===== src/rtl/collatz_pkg.sv =====
// Shared types for the Collatz range sweeper: FSM state encoding and the result record.
// COLLATZ_PEAK_EN adds the per-start-value trajectory peak to the result record.
package collatz_pkg;

    localparam int DATA_W = 8;
    localparam int STEP_W = 8;

    typedef enum logic [2:0] {
        IDLE,
        LOAD,
        RUN,
        EMIT,
        FIN
    } state_t;

    typedef struct packed {
        logic [DATA_W-1:0] value;
        logic [STEP_W-1:0] steps;
        logic              ovf;
`ifdef COLLATZ_PEAK_EN
        logic [DATA_W-1:0] peak;
`endif
    } result_t;

endpackage


===== src/rtl/collatz_stepper.sv =====
// Single-value Collatz engine: loads a seed, then takes one n/2 or 3n+1 step per enabled clock.
// COLLATZ_PEAK_EN adds a running maximum of the trajectory values.
module collatz_stepper
    import collatz_pkg::*;
#(
    parameter int W = DATA_W,
    parameter int S = STEP_W
) (
    input  logic         clk,
    input  logic         rst_n,
    input  logic         load,
    input  logic [W-1:0] seed,
    input  logic         run,
    output logic [W-1:0] cur,
    output logic [S-1:0] steps,
    output logic         finished,
    output logic         ovf
`ifdef COLLATZ_PEAK_EN
    ,
    output logic [W-1:0] peak
`endif
);

    logic [W+1:0] triple;
    logic [W-1:0] next_val;
    logic         step_ovf;
    logic         sat;

    // 3n+1 is formed two bits wider so an out-of-range result is detectable.
    assign triple   = {2'b00, cur} + {1'b0, cur, 1'b0} + (W+2)'(1);
    assign next_val = cur[0] ? triple[W-1:0] : (cur >> 1);
    assign step_ovf = cur[0] && (triple[W+1:W] != 2'b00);
    assign sat      = (steps == '1);
    assign finished = (cur == W'(1));
    assign ovf      = !finished && (step_ovf || sat);

    // NOTE: clocked state uses non-blocking assignments so every register
    // samples pre-edge values regardless of statement order.
    always_ff @(posedge clk) begin
        if (!rst_n) begin
            cur   <= '0;
            steps <= '0;
`ifdef COLLATZ_PEAK_EN
            peak  <= '0;
`endif
        end else if (load) begin
            cur   <= seed;
            steps <= '0;
`ifdef COLLATZ_PEAK_EN
            peak  <= seed;
`endif
        end else if (run && !finished && !ovf) begin
            cur   <= next_val;
            steps <= steps + 1'b1;
`ifdef COLLATZ_PEAK_EN
            if (next_val > peak) peak <= next_val;
`endif
        end
    end

endmodule


===== src/rtl/collatz_sweep.sv =====
// Sweeps start values over [range_lo, range_hi], streams one result per value and tracks the longest trajectory.
// COLLATZ_PEAK_EN adds the res_peak output (largest in-range trajectory value per start value).
module collatz_sweep
    import collatz_pkg::*;
#(
    parameter int W = DATA_W,
    parameter int S = STEP_W
) (
    input  logic         clk,
    input  logic         rst_n,
    input  logic         start,
    input  logic [W-1:0] range_lo,
    input  logic [W-1:0] range_hi,
    output logic         busy,
    output logic         done,
    output logic         res_valid,
    input  logic         res_ready,
    output logic [W-1:0] res_value,
    output logic [S-1:0] res_steps,
    output logic         res_ovf,
`ifdef COLLATZ_PEAK_EN
    output logic [W-1:0] res_peak,
`endif
    output logic [W-1:0] max_value,
    output logic [S-1:0] max_steps
);

    state_t       state, state_next;
    logic [W-1:0] idx, hi;
    result_t      res;
    logic         max_seen;
    logic         step_load, step_run;
    logic [W-1:0] step_cur;
    logic [S-1:0] step_count;
    logic         step_finished, step_ovf;
`ifdef COLLATZ_PEAK_EN
    logic [W-1:0] step_peak;
`endif

    collatz_stepper #(.W(W), .S(S)) u_stepper (
        .clk      (clk),
        .rst_n    (rst_n),
        .load     (step_load),
        .seed     (idx),
        .run      (step_run),
        .cur      (step_cur),
        .steps    (step_count),
        .finished (step_finished),
        .ovf      (step_ovf)
`ifdef COLLATZ_PEAK_EN
        ,
        .peak     (step_peak)
`endif
    );

    // NOTE: every always_comb output gets a default before the case so no
    // path leaves a signal unassigned and a latch is never inferred.
    always_comb begin
        state_next = state;
        step_load  = 1'b0;
        step_run   = 1'b0;
        case (state)
            IDLE: if (start) state_next = (range_lo > range_hi) ? FIN : LOAD;
            LOAD: begin
                step_load  = 1'b1;
                state_next = (idx == '0) ? EMIT : RUN;
            end
            RUN: begin
                step_run = 1'b1;
                if (step_finished || step_ovf) state_next = EMIT;
            end
            EMIT: if (res_ready) state_next = (idx == hi) ? FIN : LOAD;
            FIN:     state_next = IDLE;
            default: state_next = IDLE;
        endcase
    end

    always_ff @(posedge clk) begin
        if (!rst_n) begin
            state     <= IDLE;
            idx       <= '0;
            hi        <= '0;
            res       <= '0;
            max_value <= '0;
            max_steps <= '0;
            max_seen  <= 1'b0;
        end else begin
            state <= state_next;
            case (state)
                IDLE: if (start) begin
                    idx       <= range_lo;
                    hi        <= range_hi;
                    max_value <= '0;
                    max_steps <= '0;
                    max_seen  <= 1'b0;
                end
                LOAD: if (idx == '0) begin
                    res.value <= idx;
                    res.steps <= '0;
                    res.ovf   <= 1'b1;
`ifdef COLLATZ_PEAK_EN
                    res.peak  <= '0;
`endif
                end
                RUN: if (step_finished || step_ovf) begin
                    res.value <= idx;
                    res.steps <= step_count;
                    res.ovf   <= !step_finished;
`ifdef COLLATZ_PEAK_EN
                    res.peak  <= step_peak;
`endif
                end
                EMIT: if (res_ready) begin
                    // Strict compare keeps the earlier value on ties; the first clean result always seeds the tracker.
                    if (!res.ovf && (!max_seen || res.steps > max_steps)) begin
                        max_value <= res.value;
                        max_steps <= res.steps;
                        max_seen  <= 1'b1;
                    end
                    if (idx != hi) idx <= idx + 1'b1;
                end
                default: ;
            endcase
        end
    end

    // busy covers the accepting cycle as well, so an empty range still shows one busy cycle.
    assign busy      = (state == LOAD) || (state == RUN) || (state == EMIT)
                     || ((state == IDLE) && start && rst_n);
    assign done      = (state == FIN);
    assign res_valid = (state == EMIT);
    assign res_value = res.value;
    assign res_steps = res.steps;
    assign res_ovf   = res.ovf;
`ifdef COLLATZ_PEAK_EN
    assign res_peak  = res.peak;
`endif

endmodule


===== config.mk =====
export PLATFORM = sky130hd
export DESIGN_NAME = collatz_sweep
export DESIGN_NICKNAME = d
export VERILOG_FILES = /design/src/rtl/collatz_pkg.sv /design/src/rtl/collatz_stepper.sv /design/src/rtl/collatz_sweep.sv
export SDC_FILE = /design/constraint.sdc
export NUM_CORES = 1
export LEC_CHECK = 0
export ABC_AREA = 1
export CORE_MARGIN = 10
export CORE_UTILIZATION = 25
export DETAILED_ROUTE_END_ITERATION = 10
export PLACE_DENSITY = 0.43
export RECOVER_POWER = 25
export REMOVE_ABC_BUFFERS = 1
export SYNTH_ARGS = -nofsm -noshare
export SYNTH_HDL_FRONTEND = slang
export SYNTH_SLANG_ARGS = --single-unit

===== constraint.sdc =====
create_clock -name clk -period 3.2 [get_ports clk]
set_input_delay 0.48 -clock clk [delete_from_list [all_inputs] [get_ports clk]]
set_output_delay 0.48 -clock clk [all_outputs]
set_load 0.01 [all_outputs]

Word level (Yosys, flattened, before mapping)
Index checks and enable logic that the tools add are counted.

word-level totals
  ROM bits = 0
  input port bits = 20
  memories = 0
  flip-flop bits (word level) = 69
  memory bits (writable) = 0
  output and inout bits = 36
  latch bits = 0
  logic and storage cells = 91

operators by class
  div/mod/pow operators = 0
  order comparisons = 2
  bitwise operators = 1
  multiplexer cells = 30
  eq/ne operators = 14
  reductions and logical operators = 29
  add/sub/neg operators = 4
  shift operators = 0
  multiply operators = 0

operators with widths
  operator                                                                  count
  8-bit two-way mux                                                         11
  8-bit one-hot mux with 2 select lines                                     3
  17-bit two-way mux                                                        2
  17-bit one-hot mux with 2 select lines                                    1
  8-bit by 1-bit adder with 8-bit output (second input constant)            2
  8-bit > comparator                                                        2
  3-bit two-way mux                                                         5
  3-bit one-hot mux with 4 select lines                                     1
  10-bit by 1-bit adder with 10-bit output (second input constant)          1
  8-bit by 9-bit adder with 10-bit output                                   1
  8-bit by 1-bit == test with 1-bit output (second input constant)          1
  8-bit == test                                                             1
  8-bit == test (second input constant)                                     1
  8-bit zero test                                                           1
  8-bit inequality test                                                     1
  4-bit AND reduction                                                       2
  2-bit nonzero test                                                        4
  1-bit logical AND                                                         7
  3-bit by 2-bit == test with 1-bit output (second input constant)          2
  1-bit logical OR                                                          6
  1-bit two-way mux                                                         6
  2-bit by 1-bit inequality test with 1-bit output (second input constant)  3
  2-bit inequality test (second input constant)                             3
  3-bit AND reduction                                                       2
  8 further kinds                                                           11

Depth between registers and ports, before layout
  depth in word-level cells = 10
  depth in mapped cells = 18
  mapped depth without buffers = 18

By module
Synthesis repeated with hierarchy kept, for this count alone.

second synthesis, totals
  cell total of the unflattened synthesis = 624
  area total of the unflattened synthesis = 4301.6 µm²

modules (own cells, without submodules)
  module           instances  area each (µm²)  seq. area each (µm²)  cells each
  collatz_sweep    1          2879.0           1061.0                417
  collatz_stepper  1          1422.6           320.3                 207

Worst setup path before layout
Ideal clock, no wire load.

  path type = flip-flop to flip-flop
  start point = register u_stepper.cur[6]
  end point = register res (netlist bit res_steps[5])
  slack = 1.189 ns
  data required time = 3.072 ns
  period minus slack after synthesis = 2.011 ns
  buffers on the path = 1
  library setup time = 0.128 ns
  data arrival time = 1.884 ns
  stages on the path, launching flop included = 16
  cells stage by stage = dfxtp_1 > inv_1 > ha_1 > nand2_1 > inv_1 > a21oi_1 > nand3_1 > nand2_1 > nand2_1 > nand2_2 > nand2_4 > nand2_4 > buf_6 > nand2_1 > o21ai_1 > nor2_1

between the ends
  longest elaborated chain between the ends = 9
  elaborated cells between the ends (all ways) = 11
  classes of those cells = 2 x add/sub; 2 x eq/ne; 7 x reduce/logical

RTL lines
  what                                      line                   text
  start: declaration                        collatz_stepper.sv:14  output logic [W-1:0] cur,
  start signal: assignment                  collatz_stepper.sv:53  cur <= next_val;
  8-bit by 9-bit adder with 10-bit output   collatz_stepper.sv:30  assign triple = {2'b00, cur} + {1'b0, cur, 1'b0} + (W+2)'(1);
  10-bit by 1-bit adder with 10-bit output  collatz_stepper.sv:30
  2-bit nonzero test                        collatz_stepper.sv:32  assign step_ovf = cur[0] && (triple[W+1:W] != 2'b00);
  1-bit logical AND                         collatz_stepper.sv:32
  1-bit logical OR                          collatz_stepper.sv:35  assign ovf = !finished && (step_ovf || sat);
  1-bit logical AND                         collatz_stepper.sv:35
  1-bit logical OR *                        collatz_sweep.sv:105   RUN: if (step_finished || step_ovf) begin
  2-bit inequality test (no line) *         n/a
  3-bit AND reduction (no line) *           n/a
  end: declaration                          collatz_sweep.sv:30    result_t res;

Mark *: on every way between the ends. The rest lies on a longest branch, timed or not.
A chain may end at the register's enable or synchronous reset.

Final worst setup path
  start point = register state[0]
  end point = output port busy

between the ends
  longest elaborated chain between the ends = 4
  elaborated cells between the ends (all ways) = 9
  classes of those cells = 3 x eq/ne; 6 x reduce/logical

RTL lines
  what                                                                       line                                        text
  start: declaration                                                         collatz_sweep.sv:28                         state_t state, state_next;
  start signal: assignment                                                   collatz_sweep.sv:88                         state <= state_next;
  3-bit by 1-bit == test with 1-bit output, or another cell as far along     collatz_sweep.sv:128                        assign busy = (state == LOAD) || (state == RUN) || (state == EMIT)
  1-bit logical OR / 1-bit logical AND (equally long branches) (2 in a row)  collatz_sweep.sv:128, collatz_sweep.sv:129
  1-bit logical OR *                                                         collatz_sweep.sv:129                        || ((state == IDLE) && start && rst_n);
  end: declaration                                                           collatz_sweep.sv:14                         output logic busy,

Marks and branches as above.

==> results.cfg <==
[global_routing]
grt_usage_pct = 11.0
grt_pass1_vias = 3944
overflow = 0
grt_first_pass_wirelength_um = 20100
antenna_found_initial = 0
grt_max_degree = 42

[cts]
h-tree-depth = 3
cts.sinks = 69
numCtsBuffers = 9
cts-root-buf = clkbuf_16
cts_resized = 0
postCtsHoldBufs = 0
cts_tree = done
ctsLongestPathBuffers = 2
clkLatencyLatePin_ns = 0.33
path_clk_slew_ns = 0.06
postCtsSetupBuffers = 0

[critical_path]
ff2ff_setup_slack_ns = 0.53
worst-path-max-fanout = 10
worstPathCellList = nor2_1 > inv_1 > nor2_1 > nand2_1 > o211ai_1 > clkdlybuf4s50_1
cp_common_cell = nor2_1
criticalPathCategory = reg2out
worstSetupEndpointType = output pin
worst_setup_path_start_kind = flop
r2r_start = u_stepper.cur[6]
critPathArrivalTime_ns = 2.28
required_ns = 2.72
reg2reg_depth = 14
crit_start = state[0]
slowest_delay_ns = 0.59
critPathSlowestCell = clkdlybuf4s50_1
r2r-end = res_value[2]
critPathCapture = busy

[cells_and_area]
area_growth_pct = 24.9
fin_area_um2 = 5350
instances_no_fill = 923
antenna_cells = 0
nets = 752
drive_above_1_share_pct = 4.98
final_util_pct = 32.0
num-fill-cells = 1843

[logic_synthesis]
synth.distinct_cells = 33
ys_seq_area_share_pct = 32.3
synthCells = 645
syn_area_per_cell_um2 = 6.63
synth_seq_cells = 69
yosysWarnings = 0
netlist_area_um2 = 4280

[place]
gp_congestion = 0.821
dp_worst_setup_slack_ns = 0.516
numPortBuffers = 55
dpl.hpwl_um = 9620
dp.cells = 907
placed_area_um2 = 5060

[sta]
fmax_mhz = 362
period_needed_ns = 2.76
worstMarginPinSlew_ns = 0.660
setup_tns_ns = 0
setup_viol = 0
hold_ws_ns = 0.459
finalWorstSetupSlack_ns = 0.438
maxSlewViolCount = 0
grt_setup_unrepaired = no
finalHoldViolCount = 0
relSlewSlack_pct = 55.8
finClkSkew_ns = 0.00814
finalCritPeriodShare_pct = 86.3

[floorplan]
core_um2 = 16700
die_w_um = 151
die_h_um = 151
start_util_pct = 25.6
dieArea_um2 = 22700
rows = 47
io_pins = 56

[pwr]
p_sw_share_pct = 42.4
p_per_area_nw_per_um2 = 748
peakVddDrop_uv = 282
p_sw_mw = 1.70
p_int_mw = 2.30
pwr-share-comb_pct = 44.0
p_leak_nw = 2.26
seqPwrFrac_pct = 31.6
finalPower_mw = 4.00
p_clk_share_pct = 24.4

[job]
max_cap_violations = 0

[worst_hold_path]
hp-class = reg2reg

[drt]
wl_per_cell_um = 13.5
drtIter0Drc = 258
firstDrtPassIters = 4
drtAntennaViolNets = 0
vias_per_cell = 4.49
drc = 0
vias = 4146
wl_um = 12500

[outcome]
status = completed
layout by cell type, fill, tap and decap left out, drive strengths merged:
cell type        n
xor2             6
a21oi           62
o21bai           1
o211a            1
clkinvlp         2
nand4           11
clkdlybuf4s50   37
bufinv           1
nand2          149
o21a             1
nand3           52
ha              33
nor3             5
dlygate4sd3     18
or2              2
dfxtp           69
o21ai           41
clkinv           5
xnor2            8
inv             94
clkbuf          11
fa               1
o211ai           4
buf              8
nor2            76
o31ai            1
a31oi            4
power groups by stage:
stage	Clock (mW)	Sequential, mW	Combinational (mW)
finish	0.977	1.26	1.76
global route	1.05	1.30	2.02
global placement	0	1.29	1.79
detailed placement	0	1.29	1.81
CTS	1.01	1.28	1.81
floorplan	0	1.25	1.16
flip-flops by register name, indices dropped and copies added, names as in the netlist, 7 cells and up, named ones only:
signal,flops
max_value,8
res_value,8
u_stepper.steps,8
u_stepper.cur,7
hi,8
idx,8
res_steps,8
max_steps,8
worst min path at each step:
| stage | from | slack, ns | depth (start not counted) | end |
|---|---|---|---|---|
| 3_5_place_dp | max_value[4] | 0.45 | 2 | max_value[4] |
| 3_3_place_gp | max_seen | 0.45 | 2 | max_seen |
| 2_1_floorplan | u_stepper.steps[7] | 0.44 | 2 | u_stepper.steps[7] |
| 4_1_cts | max_seen | 0.46 | 2 | max_seen |
| 5_1_grt | max_seen | 0.48 | 2 | max_seen |
| 6_report | u_stepper.steps[7] | 0.46 | 2 | u_stepper.steps[7] |
per-layer routing:
metal | share of wire [%] | GRT usage (%) | vias to the layer above
met3 | 6.0 | 3.73 | 4
li1 | - | - | 2174
met5 | 0 | 0 | -
met2 | 46 | 17.8 | 76
met1 | 47 | 13.9 | 1892
met4 | 0.47 | 2.17 | 0
cell type report:
cell class                      instances  area (µm²)  share of cell area (%)
Multi-Input combinational cell        458        2420                    45.3
Tap cell                              220         275                    5.15
Sequential cell                        69        1380                    25.8
Inverter                               96         360                    6.74
Clock inverter                          6        63.8                    1.19
Clock buffer                           10         229                    4.28
Timing Repair Buffer                   64         614                    11.5
synthesized netlist by cell type:
master	n	area, µm²
o21a_1	1	7.51
fa_1	1	20.0
nand3_1	52	260
inv_2	1	3.75
or2_2	2	12.5
o211a_1	1	10.0
o31ai_1	1	7.51
a21oi_1	61	305
nor3_4	1	16.3
buf_6	2	22.5
nand2_2	4	25.0
o21bai_1	1	7.51
buf_4	1	7.51
ha_1	33	413
clkbuf_1	14	52.6
o21ai_1	15	75.1
a31oi_1	4	25.0
nor3_2	1	10.0
nor2_4	1	11.3
nand2_4	2	22.5
xnor2_1	8	70.1
a21oi_4	1	16.3
xor2_1	6	52.6
buf_2	5	25.0
o211ai_1	4	30.0
inv_1	93	349
nor2_1	75	282
nand4_1	11	68.8
o21ai_0	26	130
dfxtp_1	69	1380
nor3_1	3	15.0
clkinv_1	2	7.51
nand2_1	143	537
worst max-delay path: cells and delay by family, from the launching register on:
| family | cells | cell delay [ns] |
|---|---|---|
| and+or+nand+nor | 3 | 0.74 |
| buffers and inverters | 2 | 0.64 |
| DFF | 1 | 0.33 |
| AOI/OAI and AO/OA | 1 | 0.23 |
kinds of logic after synthesis:
group,after synthesis,share of synthesized area (%)
simple gates,295,29.4
buf+inv,118,10.9
compound gates,115,14.4
flops,69,32.3
fa+ha+maj,34,10.1
xor+xnor,14,2.87
Power figures use the tool's default switching activity.
